**config.mk**
```make
export PLATFORM = sky130hd
export DESIGN_NAME = reg_bank
export DESIGN_NICKNAME = d
export VERILOG_FILES = /design/src/rtl/reg_bank_pkg.sv /design/src/rtl/reg_read_port.sv /design/src/rtl/reg_bank.sv
export SDC_FILE = /design/constraint.sdc
export NUM_CORES = 2
export LEC_CHECK = 0
export ABC_CLOCK_PERIOD_IN_PS = 4300
export CAP_MARGIN = 30
export CORE_MARGIN = 1.5
export CORE_UTILIZATION = 30
export CTS_BUF_LIST = sky130_fd_sc_hd__clkbuf_8
export CTS_CLUSTER_SIZE = 24
export DETAILED_ROUTE_END_ITERATION = 7
export PLACE_DENSITY_LB_ADDON = 0.2
export SLEW_MARGIN = 20
export SYNTH_ARGS = -nofsm -noshare
export SYNTH_HDL_FRONTEND = slang
export SYNTH_HIERARCHICAL = 1
export SYNTH_SLANG_ARGS = --single-unit
```
**constraint.sdc**
```tcl
create_clock -name clock -period 4.3 [get_ports clock]
set_input_delay 0.645 -clock clock [delete_from_list [all_inputs] [get_ports clock]]
set_output_delay 0.645 -clock clock [all_outputs]
set_load 0.02 [all_outputs]
```
**src/rtl/reg_bank_pkg.sv**
```systemverilog
// Shared definitions for the Decode-stage register file.
// Holds the geometry parameters, the zero-register constant and the read-source
// encoding. The EX-stage forwarding unit will reuse the same encoding.
package reg_bank_pkg;

    localparam int DATA_W = 32;
    localparam int ADDR_W = 5;
    localparam int NREGS  = 32;

    localparam logic [ADDR_W-1:0] REG_ZERO = 5'd0;

    // Where a read port takes its data from.
    typedef enum logic [1:0] {
        SRC_ZERO  = 2'd0,
        SRC_MEM   = 2'd1,
        SRC_WB    = 2'd2,
        SRC_ARRAY = 2'd3
    } src_sel_e;

    // Source selection in priority order: zero register, MEM, WB, array.
    function automatic src_sel_e fwd_sel(
        input logic [ADDR_W-1:0] addr,
        input logic              mem_hit,
        input logic              wb_hit
    );
        src_sel_e sel;
        if (addr == REG_ZERO) begin
            sel = SRC_ZERO;
        end else if (mem_hit) begin
            sel = SRC_MEM;
        end else if (wb_hit) begin
            sel = SRC_WB;
        end else begin
            sel = SRC_ARRAY;
        end
        return sel;
    endfunction

endpackage

```
**src/rtl/reg_read_port.sv**
```systemverilog
// One register-file read port: address-to-data mux with bypass priority.
// Ports:
//   i_reset        forces the output to zero while high
//   i_addr         register address being read
//   i_arr_data     array contents at i_addr
//   i_mem_*        EX/MEM forwarding source (only used when FORWARD != 0)
//   i_wen          the Writeback write is actually happening this cycle
//   i_wb_regdest   Writeback destination register
//   i_wb_data      Writeback data
//   o_data         selected read data
module reg_read_port
    import reg_bank_pkg::*;
#(
    parameter bit FORWARD = 1'b0
) (
    input  logic              i_reset,
    input  logic [ADDR_W-1:0] i_addr,
    input  logic [DATA_W-1:0] i_arr_data,
    input  logic              i_mem_writereg,
    input  logic [ADDR_W-1:0] i_mem_regdest,
    input  logic [DATA_W-1:0] i_mem_data,
    input  logic              i_wen,
    input  logic [ADDR_W-1:0] i_wb_regdest,
    input  logic [DATA_W-1:0] i_wb_data,
    output logic [DATA_W-1:0] o_data
);

    logic     w_mem_hit;
    logic     w_wb_hit;
    src_sel_e w_sel;

    // The MEM leg is tied off on plain ports so the WB bypass is their only source.
    assign w_mem_hit = FORWARD && i_mem_writereg && (i_mem_regdest == i_addr);
    // i_wen already excludes overflow-suppressed writes, so those are never bypassed.
    assign w_wb_hit  = i_wen && (i_wb_regdest == i_addr);
    assign w_sel     = fwd_sel(i_addr, w_mem_hit, w_wb_hit);

    // Output mux; reset overrides every source.
    always_comb begin
        o_data = {DATA_W{1'b0}};
        if (i_reset) begin
            o_data = {DATA_W{1'b0}};
        end else begin
            case (w_sel)
                SRC_ZERO:  o_data = {DATA_W{1'b0}};
                SRC_MEM:   o_data = i_mem_data;
                SRC_WB:    o_data = i_wb_data;
                SRC_ARRAY: o_data = i_arr_data;
                default:   o_data = {DATA_W{1'b0}};
            endcase
        end
    end

endmodule

```
**src/rtl/reg_bank.sv**
```systemverilog
// 32x32 register file serving the Decode stage.
// Ports:
//   clock, reset            single clock, synchronous active-high reset
//   id_reg_addra/addrb      read addresses
//   reg_id_dataa/datab      plain reads with Writeback write-through
//   reg_id_ass_dataa/datab  forwarded reads (MEM > WB > array) for branch/jr
//   mem_reg_*               EX/MEM forwarding source
//   wb_reg_*                Writeback write port with overflow gating
module reg_bank
    import reg_bank_pkg::*;
(
    input  logic              clock,
    input  logic              reset,
    input  logic [ADDR_W-1:0] id_reg_addra,
    input  logic [ADDR_W-1:0] id_reg_addrb,
    output logic [DATA_W-1:0] reg_id_dataa,
    output logic [DATA_W-1:0] reg_id_datab,
    output logic [DATA_W-1:0] reg_id_ass_dataa,
    output logic [DATA_W-1:0] reg_id_ass_datab,
    input  logic [ADDR_W-1:0] mem_reg_regdest,
    input  logic              mem_reg_writereg,
    input  logic [DATA_W-1:0] mem_reg_data,
    input  logic [ADDR_W-1:0] wb_reg_regdest,
    input  logic              wb_reg_writereg,
    input  logic              wb_reg_writeov,
    input  logic              wb_reg_overflow,
    input  logic [DATA_W-1:0] wb_reg_data
);

    logic [DATA_W-1:0] r_mem [0:NREGS-1];
    logic              w_wen;
    logic [DATA_W-1:0] w_arr_a;
    logic [DATA_W-1:0] w_arr_b;

    // Overflowing signed ops do not commit unless the op is flagged as unsigned;
    // register 0 is never written so it stays zero without special read logic.
    assign w_wen = wb_reg_writereg & (~wb_reg_overflow | wb_reg_writeov)
                 & (wb_reg_regdest != REG_ZERO);

    assign w_arr_a = r_mem[id_reg_addra];
    assign w_arr_b = r_mem[id_reg_addrb];

    // Array update: reset clears every entry in one edge and beats a pending write.
    always_ff @(posedge clock) begin
        if (reset) begin
            for (int i = 0; i < NREGS; i++) begin
                r_mem[i] <= {DATA_W{1'b0}};
            end
        end else if (w_wen) begin
            r_mem[wb_reg_regdest] <= wb_reg_data;
        end
    end

    reg_read_port #(.FORWARD(1'b0)) u_port_a (
        .i_reset(reset), .i_addr(id_reg_addra), .i_arr_data(w_arr_a),
        .i_mem_writereg(mem_reg_writereg), .i_mem_regdest(mem_reg_regdest),
        .i_mem_data(mem_reg_data), .i_wen(w_wen), .i_wb_regdest(wb_reg_regdest),
        .i_wb_data(wb_reg_data), .o_data(reg_id_dataa)
    );

    reg_read_port #(.FORWARD(1'b0)) u_port_b (
        .i_reset(reset), .i_addr(id_reg_addrb), .i_arr_data(w_arr_b),
        .i_mem_writereg(mem_reg_writereg), .i_mem_regdest(mem_reg_regdest),
        .i_mem_data(mem_reg_data), .i_wen(w_wen), .i_wb_regdest(wb_reg_regdest),
        .i_wb_data(wb_reg_data), .o_data(reg_id_datab)
    );

    reg_read_port #(.FORWARD(1'b1)) u_port_ass_a (
        .i_reset(reset), .i_addr(id_reg_addra), .i_arr_data(w_arr_a),
        .i_mem_writereg(mem_reg_writereg), .i_mem_regdest(mem_reg_regdest),
        .i_mem_data(mem_reg_data), .i_wen(w_wen), .i_wb_regdest(wb_reg_regdest),
        .i_wb_data(wb_reg_data), .o_data(reg_id_ass_dataa)
    );

    reg_read_port #(.FORWARD(1'b1)) u_port_ass_b (
        .i_reset(reset), .i_addr(id_reg_addrb), .i_arr_data(w_arr_b),
        .i_mem_writereg(mem_reg_writereg), .i_mem_regdest(mem_reg_regdest),
        .i_mem_data(mem_reg_data), .i_wen(w_wen), .i_wb_regdest(wb_reg_regdest),
        .i_wb_data(wb_reg_data), .o_data(reg_id_ass_datab)
    );

endmodule

```
==> impl_metrics.py <==
metrics = {
    "power": {
        "power_leakage_nw": 29.1,
        "ir_drop_mv": 0.327,
        "cellPowerDensity_nw_per_um2": 344,
        "finalPower_mw": 25.3,
    },
    "critical_path": {
        "worstSetupPathType": "input pin to primary output",
        "worstPathRequired_ps": 3650,
        "start_kind": "input pin",
        "cp-end-kind": "primary output",
        "crit_fanout": 15,
        "arrival_ps": 3670,
    },
    "floorplanning": {
        "dieArea_sq_um": 203000,
        "die_y_um": 451,
        "rows": 164,
        "start_util_pct": 30.2,
        "num_io_pins": 218,
        "core_sq_um": 199000,
        "chipWidth_um": 451,
    },
    "cells_and_area": {
        "syn_to_final_growth_pct": 22.4,
        "multiInputGateArea_sq_um": 27700,
        "drive_above_1_share_pct": 16.3,
        "largest_reg_flops": 1024,
        "top_regs": "r_mem: 1024 flops",
        "stdcell_count": 8582,
        "finish.utilization_pct": 36.9,
        "nets": 5868,
        "num-fill-cells": 19671,
        "largest-register": "r_mem",
        "seq_area_sq_um": 30700,
    },
    "yosys": {
        "synth-seq-area-share_pct": 51.1,
        "synth_edf_count": 1024,
        "syn_area_sq_um": 60200,
        "synth_ff_type": "edfxtp_1",
        "ys_types": 46,
        "syn_avg_cell_area_sq_um": 11.3,
        "ys_ff_latch": 1024,
        "synth-warning-count": 6,
        "synth_cells": 5317,
        "synthArstFlopShare_pct": 0,
    },
    "drt": {
        "drc": 4,
        "ant_nets": 0,
        "totalWireLength_um": 275000,
        "vias": 48063,
        "via_per_inst": 5.60,
        "drt_iter0_markers": 5239,
        "drt-pass1-iter-count": 8,
        "wl_per_cell_um": 32.1,
    },
    "clock_tree": {
        "root_buffer": "clkbuf_8",
        "h-tree-depth": 4,
        "numClockSinks": 1024,
        "path_clk_slew_ps": 60,
        "cts_made_buffers": 187,
        "cts_buffer_depth": 3,
        "cts_hold_buf": 0,
        "cts_tree": "done",
    },
    "global_route": {
        "first_global_vias": 47727,
        "gr-usage-all-layers_pct": 26.3,
        "grt_max_degree": 65,
        "grt_pass1_wl_um": 378000,
        "antenna_found_initial": 25,
        "grt_overflow_total": 0,
    },
    "sta": {
        "tns_ps": -10.9,
        "worst_pin_slew_ps": 1020,
        "layout_setup_ws_ps": -10.9,
        "rsz0062_at_grt": "true",
        "setup_viol": 1,
        "fin_crit_ps": 4310,
        "fin_crit_sh_pct": 100,
        "maxSlewViolCount": 0,
        "timing.slew.headroom_pct": 31.6,
        "hold_viol": 0,
        "max_freq_mhz": 232,
    },
    "run_status": {
        "failed_checks": "design-rule violations, negative setup slack",
        "status": "complete, but fails checks",
    },
    "placed_design": {
        "place_inst": 8241,
        "portBuffers": 217,
        "place.gp.congestion": 0.944,
        "pre_cts_slack_ps": -345,
        "dp_hpwl_um": 185000,
    },
    "run": {
        "drv_cap": 0,
    },
    "worst_hold_path": {
        "worst_hold_path.num_cells": 1,
        "hp-class": "input pin to flop",
    },
}
power by group:
part | leakage [nW] | switching [mW] | internal, mW
sequential | 9.74 | 0.280 | 11.5
clock | 1.93 | 4.36 | 4.37
combinational | 17.4 | 3.06 | 1.72
total | 29.1 | 7.70 | 17.6
per-layer routing:
metal  share of wire (%)  vias to the layer above  GRT usage, %
li1                    -                    20689             -
met1                  40                    24511          33.4
met2                  46                     2263          42.5
met3                 6.9                      596          4.40
met4                 6.3                        4          14.8
met5               0.010                        -             0
layout make-up:
class / instances / share of cell area [%]
inverter: 16 / 0.0816
multi-input combinational: 3756 / 37.6
antenna: 13 / 0.0442
clock inverter: 130 / 0.860
sequential: 1024 / 41.8
tap: 2656 / 4.51
timing repair buffer: 793 / 11.5
clock buffer: 194 / 3.63
synthesized netlist by cell type (6+ instances only):
master / n / share of area, %
buf_4: 78 / 0.97
clkbuf_1: 267 / 1.7
xnor2_1: 18 / 0.26
o21ai_0: 148 / 1.2
buf_2: 140 / 1.2
clkbuf_2: 21 / 0.17
a22oi_1: 204 / 2.5
nand3_1: 194 / 1.6
a31oi_1: 116 / 1.2
a22o_1: 128 / 1.9
nand4_1: 172 / 1.8
a2111oi_0: 12 / 0.17
o21ai_1: 10 / 0.083
and3_1: 12 / 0.12
a21oi_1: 205 / 1.7
nand2_1: 263 / 1.6
xor2_1: 8 / 0.12
nand2b_1: 6 / 0.062
nor2_2: 9 / 0.094
o31ai_1: 64 / 0.80
nor2b_1: 6 / 0.062
inv_1: 15 / 0.094
buf_6: 26 / 0.49
buf_1: 21 / 0.13
mux2i_1: 1024 / 17
edfxtp_1: 1024 / 51
nor2_1: 22 / 0.14
and2_1: 998 / 10
nor3_1: 66 / 0.55
per-stage QoR:
stage	hold slack [ps]	cell area, sq um
finish	297	73600
global route	269	73600
CTS	242	73300
detailed placement	1260	69800
global placement	1250	69700
floorplan	843	60300
final timing paths:
kind / from / end
max: id_reg_addrb[2] / reg_id_ass_datab[23]
min: reset / r_mem[0][8]
worst max-delay path, stage by stage:
cell and delay, ps:
clkdlybuf4s50_1 460, buf_4 190, buf_4 140, nor2_4 40, buf_12 160, buf_4 150, a22o_1 230, nor3_1 290
buf_4 190, a31oi_1 60, buf_4 190, nand3_1 110, o21ai_0 150, a31oi_1 270, clkdlybuf4s15_1 360
repair_timing:
| action | in CTS | in global routing |
|---|---|---|
| pin swaps | 2 | 1 |
| endpoints found under the setup margin | 88 | 55 |
| buffers inserted | 3 | 0 |
| gates cloned | 0 | 1 |
| gates resized for setup | 92 | 70 |
cells by family after synthesis:
group	share of synthesized area, %
buffers and inverters	4.70
and+or+nand+nor	17.0
other	0.00623
muxes	17.0
AOI/OAI and AO/OA	9.70
DFF	51.1
xor gates and xnor gates	0.487
layout by cell type, fill, tap and decap left out, drive strengths merged, types with 2 or more instances in the layout:
master	netlist	layout
buf	265	587
a21oi	209	209
nand2b	6	6
nor3	67	67
and3	12	12
bufinv	0	4
clkbuf	288	194
xnor2	20	20
mux2i	1024	1024
and2	998	999
a2111oi	12	12
nor3b	2	2
nand2	264	264
nor2b	6	6
a31oi	116	116
dlymetal6s2s	0	44
xor2	10	10
nand3b	5	5
o31ai	64	64
a22o	128	128
diode	0	13
or2b	2	2
a22oi	204	204
or3b	2	2
clkdlybuf4s50	0	115
or2	4	4
nand3	194	194
nor4	4	4
edfxtp	1024	1024
conb	1	32
and4	4	4
inv	16	85
dlygate4sd2	0	46
nand4	172	172
nor2	35	35
o21ai	158	158
clkinv	0	56
No activity file was read; power rests on OpenSTA's default activity.
